`config.mk`:
```
export PLATFORM = sky130hd
export DESIGN_NAME = rmt_recovery_sequencer_flat
export DESIGN_NICKNAME = d
export VERILOG_FILES = /design/src/rtl/rmt_recovery_sequencer_if.sv /design/src/rtl/rmt_recovery_sequencer.sv /design/src/flat_wrapper.sv
export SDC_FILE = /design/constraint.sdc
export NUM_CORES = 1
export LEC_CHECK = 0
export CORE_ASPECT_RATIO = 0.8
export CORE_UTILIZATION = 41
export DETAILED_ROUTE_END_ITERATION = 8
export GPL_TIMING_DRIVEN = 0
export PLACE_DENSITY = 0.89
export SLEW_MARGIN = 15
export SYNTH_ARGS = -nofsm -noshare
export SYNTH_HDL_FRONTEND = slang
export SYNTH_SLANG_ARGS = --single-unit
```
`constraint.sdc`:
```
create_clock -name clk -period 3.66 [get_ports clk]
set_input_delay 0.549 -clock clk [delete_from_list [all_inputs] [get_ports clk]]
set_output_delay 0.549 -clock clk [all_outputs]
set_load 0.02 [all_outputs]
```
`src/rtl/rmt_recovery_sequencer_if.sv`:
```
// Bundle between the recovery sequencer, its requester, the retirement RMT read
// ports and the speculative RMT / WAT write ports.
interface rmt_recovery_sequencer_if #(
  parameter int LREG_NUM_BIT_WIDTH = 6,
  parameter int PREG_NUM_BIT_WIDTH = 7,
  parameter int IQ_INDEX_BIT_WIDTH = 4,
  parameter int COPY_WIDTH         = 2
);
  logic                                       recoveryReq;
  logic                                       busy;
  logic                                       renameStall;
  logic                                       done;
  logic [COPY_WIDTH*LREG_NUM_BIT_WIDTH-1:0]   retRMT_ReadReg_LogRegNum;
  logic [COPY_WIDTH*PREG_NUM_BIT_WIDTH-1:0]   retRMT_ReadReg_PhyRegNum;
  logic [COPY_WIDTH-1:0]                      rmtWriteReg;
  logic [COPY_WIDTH*LREG_NUM_BIT_WIDTH-1:0]   rmtWriteReg_LogRegNum;
  logic [COPY_WIDTH*PREG_NUM_BIT_WIDTH-1:0]   rmtWriteReg_PhyRegNum;
  logic [COPY_WIDTH-1:0]                      watWriteReg;
  logic [COPY_WIDTH*LREG_NUM_BIT_WIDTH-1:0]   watWriteLogRegNum;
  logic [COPY_WIDTH*IQ_INDEX_BIT_WIDTH-1:0]   watWriteIssueQueuePtr;

  // The surrounding pipeline (requester plus tables) is the master side.
  modport master (
    output recoveryReq, retRMT_ReadReg_PhyRegNum,
    input  busy, renameStall, done, retRMT_ReadReg_LogRegNum,
           rmtWriteReg, rmtWriteReg_LogRegNum, rmtWriteReg_PhyRegNum,
           watWriteReg, watWriteLogRegNum, watWriteIssueQueuePtr
  );

  modport slave (
    input  recoveryReq, retRMT_ReadReg_PhyRegNum,
    output busy, renameStall, done, retRMT_ReadReg_LogRegNum,
           rmtWriteReg, rmtWriteReg_LogRegNum, rmtWriteReg_PhyRegNum,
           watWriteReg, watWriteLogRegNum, watWriteIssueQueuePtr
  );
endinterface

```
`src/rtl/rmt_recovery_sequencer.sv`:
```
// Copies the retirement RMT into the speculative RMT after a flush, COPY_WIDTH
// entries per cycle, clearing the matching WAT entries in the same write.
module rmt_recovery_sequencer #(
  parameter int LREG_NUM           = 64,
  parameter int LREG_NUM_BIT_WIDTH = 6,
  parameter int PREG_NUM_BIT_WIDTH = 7,
  parameter int IQ_INDEX_BIT_WIDTH = 4,
  parameter int COPY_WIDTH         = 2
) (
  input logic                   clk,
  input logic                   rst,
  rmt_recovery_sequencer_if.slave bus
);
  localparam int LW    = LREG_NUM_BIT_WIDTH;
  localparam int PW    = PREG_NUM_BIT_WIDTH;
  localparam int PTR_W = LREG_NUM_BIT_WIDTH + 1;
  localparam logic [PTR_W-1:0] STEP     = PTR_W'(COPY_WIDTH);
  localparam logic [PTR_W-1:0] LAST_PTR = PTR_W'(LREG_NUM - COPY_WIDTH);

  typedef enum logic [1:0] {IDLE, COPY, DRAIN} state_t;

  state_t                       state, state_next;
  logic [PTR_W-1:0]             ptr, ptr_next;
  logic                         busy, done;
  logic [COPY_WIDTH*LW-1:0]     read_addr;
  logic                         wr_valid;
  logic [COPY_WIDTH*LW-1:0]     wr_addr;
  logic [COPY_WIDTH*PW-1:0]     wr_data;

  always_ff @(posedge clk or posedge rst) begin
    if (rst) begin
      state <= IDLE;
      ptr   <= '0;
    end else begin
      state <= state_next;
      ptr   <= ptr_next;
    end
  end

  // A request in any state (re)starts the walk from entry 0.
  always_comb begin
    state_next = state;
    ptr_next   = ptr;
    case (state)
      IDLE: begin
        if (bus.recoveryReq) begin
          state_next = COPY;
          ptr_next   = '0;
        end
      end
      COPY: begin
        if (bus.recoveryReq) begin
          ptr_next = '0;
        end else begin
          ptr_next = ptr + STEP;
          if (ptr == LAST_PTR) state_next = DRAIN;
        end
      end
      DRAIN: begin
        if (bus.recoveryReq) begin
          state_next = COPY;
          ptr_next   = '0;
        end else begin
          state_next = IDLE;
        end
      end
      default: begin
        state_next = IDLE;
        ptr_next   = '0;
      end
    endcase
  end

  always_comb begin
    busy      = (state != IDLE);
    done      = (state == DRAIN);
    read_addr = '0;
    if (state == COPY) begin
      for (int i = 0; i < COPY_WIDTH; i++) begin
        read_addr[i*LW +: LW] = LW'(ptr + PTR_W'(i));
      end
    end
  end

  // Write stage: holds one cycle of read results; zeroed when nothing to write.
  always_ff @(posedge clk or posedge rst) begin
    if (rst) begin
      wr_valid <= 1'b0;
      wr_addr  <= '0;
      wr_data  <= '0;
    end else if (state == COPY) begin
      wr_valid <= 1'b1;
      wr_addr  <= read_addr;
      wr_data  <= bus.retRMT_ReadReg_PhyRegNum;
    end else begin
      wr_valid <= 1'b0;
      wr_addr  <= '0;
      wr_data  <= '0;
    end
  end

  assign bus.busy                     = busy;
  assign bus.done                     = done;
  assign bus.renameStall              = busy | bus.recoveryReq;
  assign bus.retRMT_ReadReg_LogRegNum = read_addr;
  assign bus.rmtWriteReg              = {COPY_WIDTH{wr_valid}};
  assign bus.rmtWriteReg_LogRegNum    = wr_addr;
  assign bus.rmtWriteReg_PhyRegNum    = wr_data;
  assign bus.watWriteReg              = {COPY_WIDTH{wr_valid}};
  assign bus.watWriteLogRegNum        = wr_addr;
  assign bus.watWriteIssueQueuePtr    = '0;
endmodule

```
`src/flat_wrapper.sv`:
```
// flat-port wrapper written by rule: the top's interface ports become plain ports
module rmt_recovery_sequencer_flat 
#(
  parameter int LREG_NUM           = 64,
  parameter int LREG_NUM_BIT_WIDTH = 6,
  parameter int PREG_NUM_BIT_WIDTH = 7,
  parameter int IQ_INDEX_BIT_WIDTH = 4,
  parameter int COPY_WIDTH         = 2
)
  (clk, rst, bus_recoveryReq, bus_retRMT_ReadReg_PhyRegNum, bus_busy, bus_renameStall, bus_done, bus_retRMT_ReadReg_LogRegNum, bus_rmtWriteReg, bus_rmtWriteReg_LogRegNum, bus_rmtWriteReg_PhyRegNum, bus_watWriteReg, bus_watWriteLogRegNum, bus_watWriteIssueQueuePtr);
  rmt_recovery_sequencer_if #(.LREG_NUM_BIT_WIDTH(LREG_NUM_BIT_WIDTH), .PREG_NUM_BIT_WIDTH(PREG_NUM_BIT_WIDTH), .IQ_INDEX_BIT_WIDTH(IQ_INDEX_BIT_WIDTH), .COPY_WIDTH(COPY_WIDTH)) bus_i ();
  input logic clk;
  input logic rst;
  input wire logic [$bits(bus_i.recoveryReq)-1:0] bus_recoveryReq;
  input wire logic [$bits(bus_i.retRMT_ReadReg_PhyRegNum)-1:0] bus_retRMT_ReadReg_PhyRegNum;
  output wire logic [$bits(bus_i.busy)-1:0] bus_busy;
  output wire logic [$bits(bus_i.renameStall)-1:0] bus_renameStall;
  output wire logic [$bits(bus_i.done)-1:0] bus_done;
  output wire logic [$bits(bus_i.retRMT_ReadReg_LogRegNum)-1:0] bus_retRMT_ReadReg_LogRegNum;
  output wire logic [$bits(bus_i.rmtWriteReg)-1:0] bus_rmtWriteReg;
  output wire logic [$bits(bus_i.rmtWriteReg_LogRegNum)-1:0] bus_rmtWriteReg_LogRegNum;
  output wire logic [$bits(bus_i.rmtWriteReg_PhyRegNum)-1:0] bus_rmtWriteReg_PhyRegNum;
  output wire logic [$bits(bus_i.watWriteReg)-1:0] bus_watWriteReg;
  output wire logic [$bits(bus_i.watWriteLogRegNum)-1:0] bus_watWriteLogRegNum;
  output wire logic [$bits(bus_i.watWriteIssueQueuePtr)-1:0] bus_watWriteIssueQueuePtr;
  assign bus_i.recoveryReq = bus_recoveryReq;
  assign bus_i.retRMT_ReadReg_PhyRegNum = bus_retRMT_ReadReg_PhyRegNum;
  assign bus_busy = bus_i.busy;
  assign bus_renameStall = bus_i.renameStall;
  assign bus_done = bus_i.done;
  assign bus_retRMT_ReadReg_LogRegNum = bus_i.retRMT_ReadReg_LogRegNum;
  assign bus_rmtWriteReg = bus_i.rmtWriteReg;
  assign bus_rmtWriteReg_LogRegNum = bus_i.rmtWriteReg_LogRegNum;
  assign bus_rmtWriteReg_PhyRegNum = bus_i.rmtWriteReg_PhyRegNum;
  assign bus_watWriteReg = bus_i.watWriteReg;
  assign bus_watWriteLogRegNum = bus_i.watWriteLogRegNum;
  assign bus_watWriteIssueQueuePtr = bus_i.watWriteIssueQueuePtr;
  rmt_recovery_sequencer #(.LREG_NUM(LREG_NUM), .LREG_NUM_BIT_WIDTH(LREG_NUM_BIT_WIDTH), .PREG_NUM_BIT_WIDTH(PREG_NUM_BIT_WIDTH), .IQ_INDEX_BIT_WIDTH(IQ_INDEX_BIT_WIDTH), .COPY_WIDTH(COPY_WIDTH)) u_core (.clk(clk), .rst(rst), .bus(bus_i));
endmodule
```
==> metrics.yaml <==
rsz0062_at_grt: "false"
fin_crit_sh: 0.743
cts_setup_buffers: 0
routed_wl_mm: 2.77
ir_drop_v: 0.000208
post_cts_resized: 0
yosys.cell_types.count: 24
core_region_area_um2: 3420
final.setup.tns_ns: 0
syn_area_um2: 1470
wl_per_cell_um: 10.7
finalSetupViolCount: 0
port-buffer-count: 72
fmax_mhz: 368
hold_viol: 0
end_kind: "output port"
power_density_nw_per_um2: 363
fin_crit_ns: 2.72
worstPathMaxFanout: 10
syn2layout_area_growth_pct: 61.9
diodes: 0
die_x_um: 68.8
gr-total-overflow: 0
synthCells: 127
startpoint: "bus_recoveryReq"
postRouteAntennaNets: 0
dieArea_um2: 3820
timing.rr.start: "u_core.ptr[1]"
maxCapViolCount: 0
cp-start-kind: "input port"
crit_type: "input port to output port"
dp_hpwl_mm: 2.14
grt_pass1_vias: 1019
detail_route.vias_per_cell: 4.36
arrival_ns: 2.17
root_buffer: "clkbuf_8"
endpoint: "bus_renameStall"
reg2reg_slack_ns: 2.23
fill_cells: 270
grt_pass1_wl_mm: 4.51
worst_slew_pin_slew_ns: 0.706
cts_buffers: 5
synth-seq-area-share: 0.598
drv_slew: 0
drive_gt1_frac: 0.194
cts_tree: "built"
placed_cell_area_um2: 2270
start_util: 0.428
num_rows: 19
design_area_um2: 2370
ys_warn_count: 0
io_pins: 82
most-common-layout-cells: "72 x clkdlybuf4s50_1, 35 x dfrtp_1, 25 x buf_4"
p_leak_nw: 1.06
h-tree-depth: 2
cp.required_ns: 3.11
fin_skew_ns: 0.00390
reg2reg_to: "u_core.ptr[5]"
worst_r2r_path_depth: 4
p_total_uw: 862
layout.nets: 233
grtUsageTotal: 0.161
drt_first_pass_iters: 4
drc: 0
relSlewSlack: 0.529
status: "complete, no violations"
clock_latency_ns: 0.27
avgSynthCellArea_um2: 11.5
initialDrtViolationCount: 42
layout_commonest_cell: "clkdlybuf4s50_1"
grt_max_degree: 36
hold_path_class: "flip-flop to flip-flop"
grt_antenna_before_repair: 0
clk_pin_slew_worst_paths_ns: 0.07
ys_seq_elements: 35
cts_buffer_depth: 2
die_y_um: 55.5
cts_sinks: 35
vias: 1126
cts-hold-fix-buffers: 0
gp_congestion: 0.789
worst min path at each step:
stage                       start               to  slack [ns]  cells after the start
finish              u_core.ptr[6]  u_core.state[1]        0.52                      1
global route        u_core.ptr[6]  u_core.state[1]        0.54                      1
CTS                 u_core.ptr[6]  u_core.state[1]        0.52                      1
detailed placement  u_core.ptr[6]  u_core.state[1]        0.51                      1
global placement    u_core.ptr[6]  u_core.state[1]        0.49                      1
floorplan           u_core.ptr[6]  u_core.state[1]        0.47                      1
per-layer routing:
layer / vias up / global-route usage / share of wire
met1: 523 / 0.170 / 0.37
li1: 548 / - / -
met2: 55 / 0.283 / 0.52
met4: 0 / 0.0525 / 0
met5: - / 0 / 0
met3: 0 / 0.0640 / 0.10
logic make-up (layout without fill, tap and decap cells):
logic type               Yosys count  in the layout  share of synthesized area
AND/OR/NAND/NOR                   43             43                      0.181
other                              1             10                    0.00256
multiplexers                       1              1                    0.00683
flip-flops                        35             35                      0.598
AO/OA/AOI/OAI                     13             13                     0.0538
buffers and inverters             33            113                      0.149
adder cells (fa/ha/maj)            1              1                    0.00854
state kept, by name, indices dropped and copies added (netlist names):
signal	cells
u_core.state	2
u_core.bus.rmtWriteReg_LogRegNum	12
u_core.ptr	6
u_core.bus.rmtWriteReg_PhyRegNum	14
u_core.wr_valid	1
final cells by class:
type	instances	area, um^2	share of cell area
clock buffer	8	100	0.0422
multi-input combinational	68	404	0.170
tap	42	52.6	0.0222
inverter	5	18.8	0.00791
sequential	35	876	0.369
buffer	28	200	0.0844
timing repair buffer	72	721	0.304
critical path, cell delays in order:
cell and delay [ns]:
clkdlybuf4s50_1 0.41, clkbuf_1 0.22, or3_2 0.45, clkdlybuf4s50_1 0.55
metrics by stage:
step	hold slack [ns]	std cells	setup slack (ns)	utilization
floorplan	0.467	136	1.90	-
global placement	0.491	250	0.950	0.664
detailed placement	0.510	250	0.939	0.664
CTS	0.521	258	0.929	0.693
global route	0.540	258	0.799	0.693
finish	0.519	258	0.940	0.693
cells in the mapped netlist (all sizes together):
| library cell | count | area [um^2] |
|---|---|---|
| dfrtp | 35 | 876 |
| buf | 26 | 193 |
| and2 | 24 | 150 |
| inv | 5 | 18.8 |
| a21oi | 4 | 20.0 |
| nor2 | 4 | 15.0 |
| or3 | 4 | 30.0 |
| nand2 | 3 | 11.3 |
| o21ai | 3 | 15.0 |
| a31oi | 2 | 12.5 |
| clkbuf | 2 | 7.51 |
| nand3 | 2 | 10.0 |
| o211ai | 2 | 15.0 |
| or2 | 2 | 12.5 |
| a22oi | 1 | 7.51 |
| and2b | 1 | 8.76 |
| conb | 1 | 3.75 |
| ha | 1 | 12.5 |
| mux2i | 1 | 10.0 |
| nand2b | 1 | 13.8 |
| nor4 | 1 | 6.26 |
| o31a | 1 | 8.76 |
| or4 | 1 | 7.51 |
power by group:
| part | switching (mW) | internal, mW |
|---|---|---|
| Combinational | 0.0715 | 0.0806 |
| Sequential | 0.00999 | 0.403 |
| Clock | 0.125 | 0.172 |
| Total | 0.206 | 0.656 |
No activity file was read; power rests on OpenSTA's default activity.
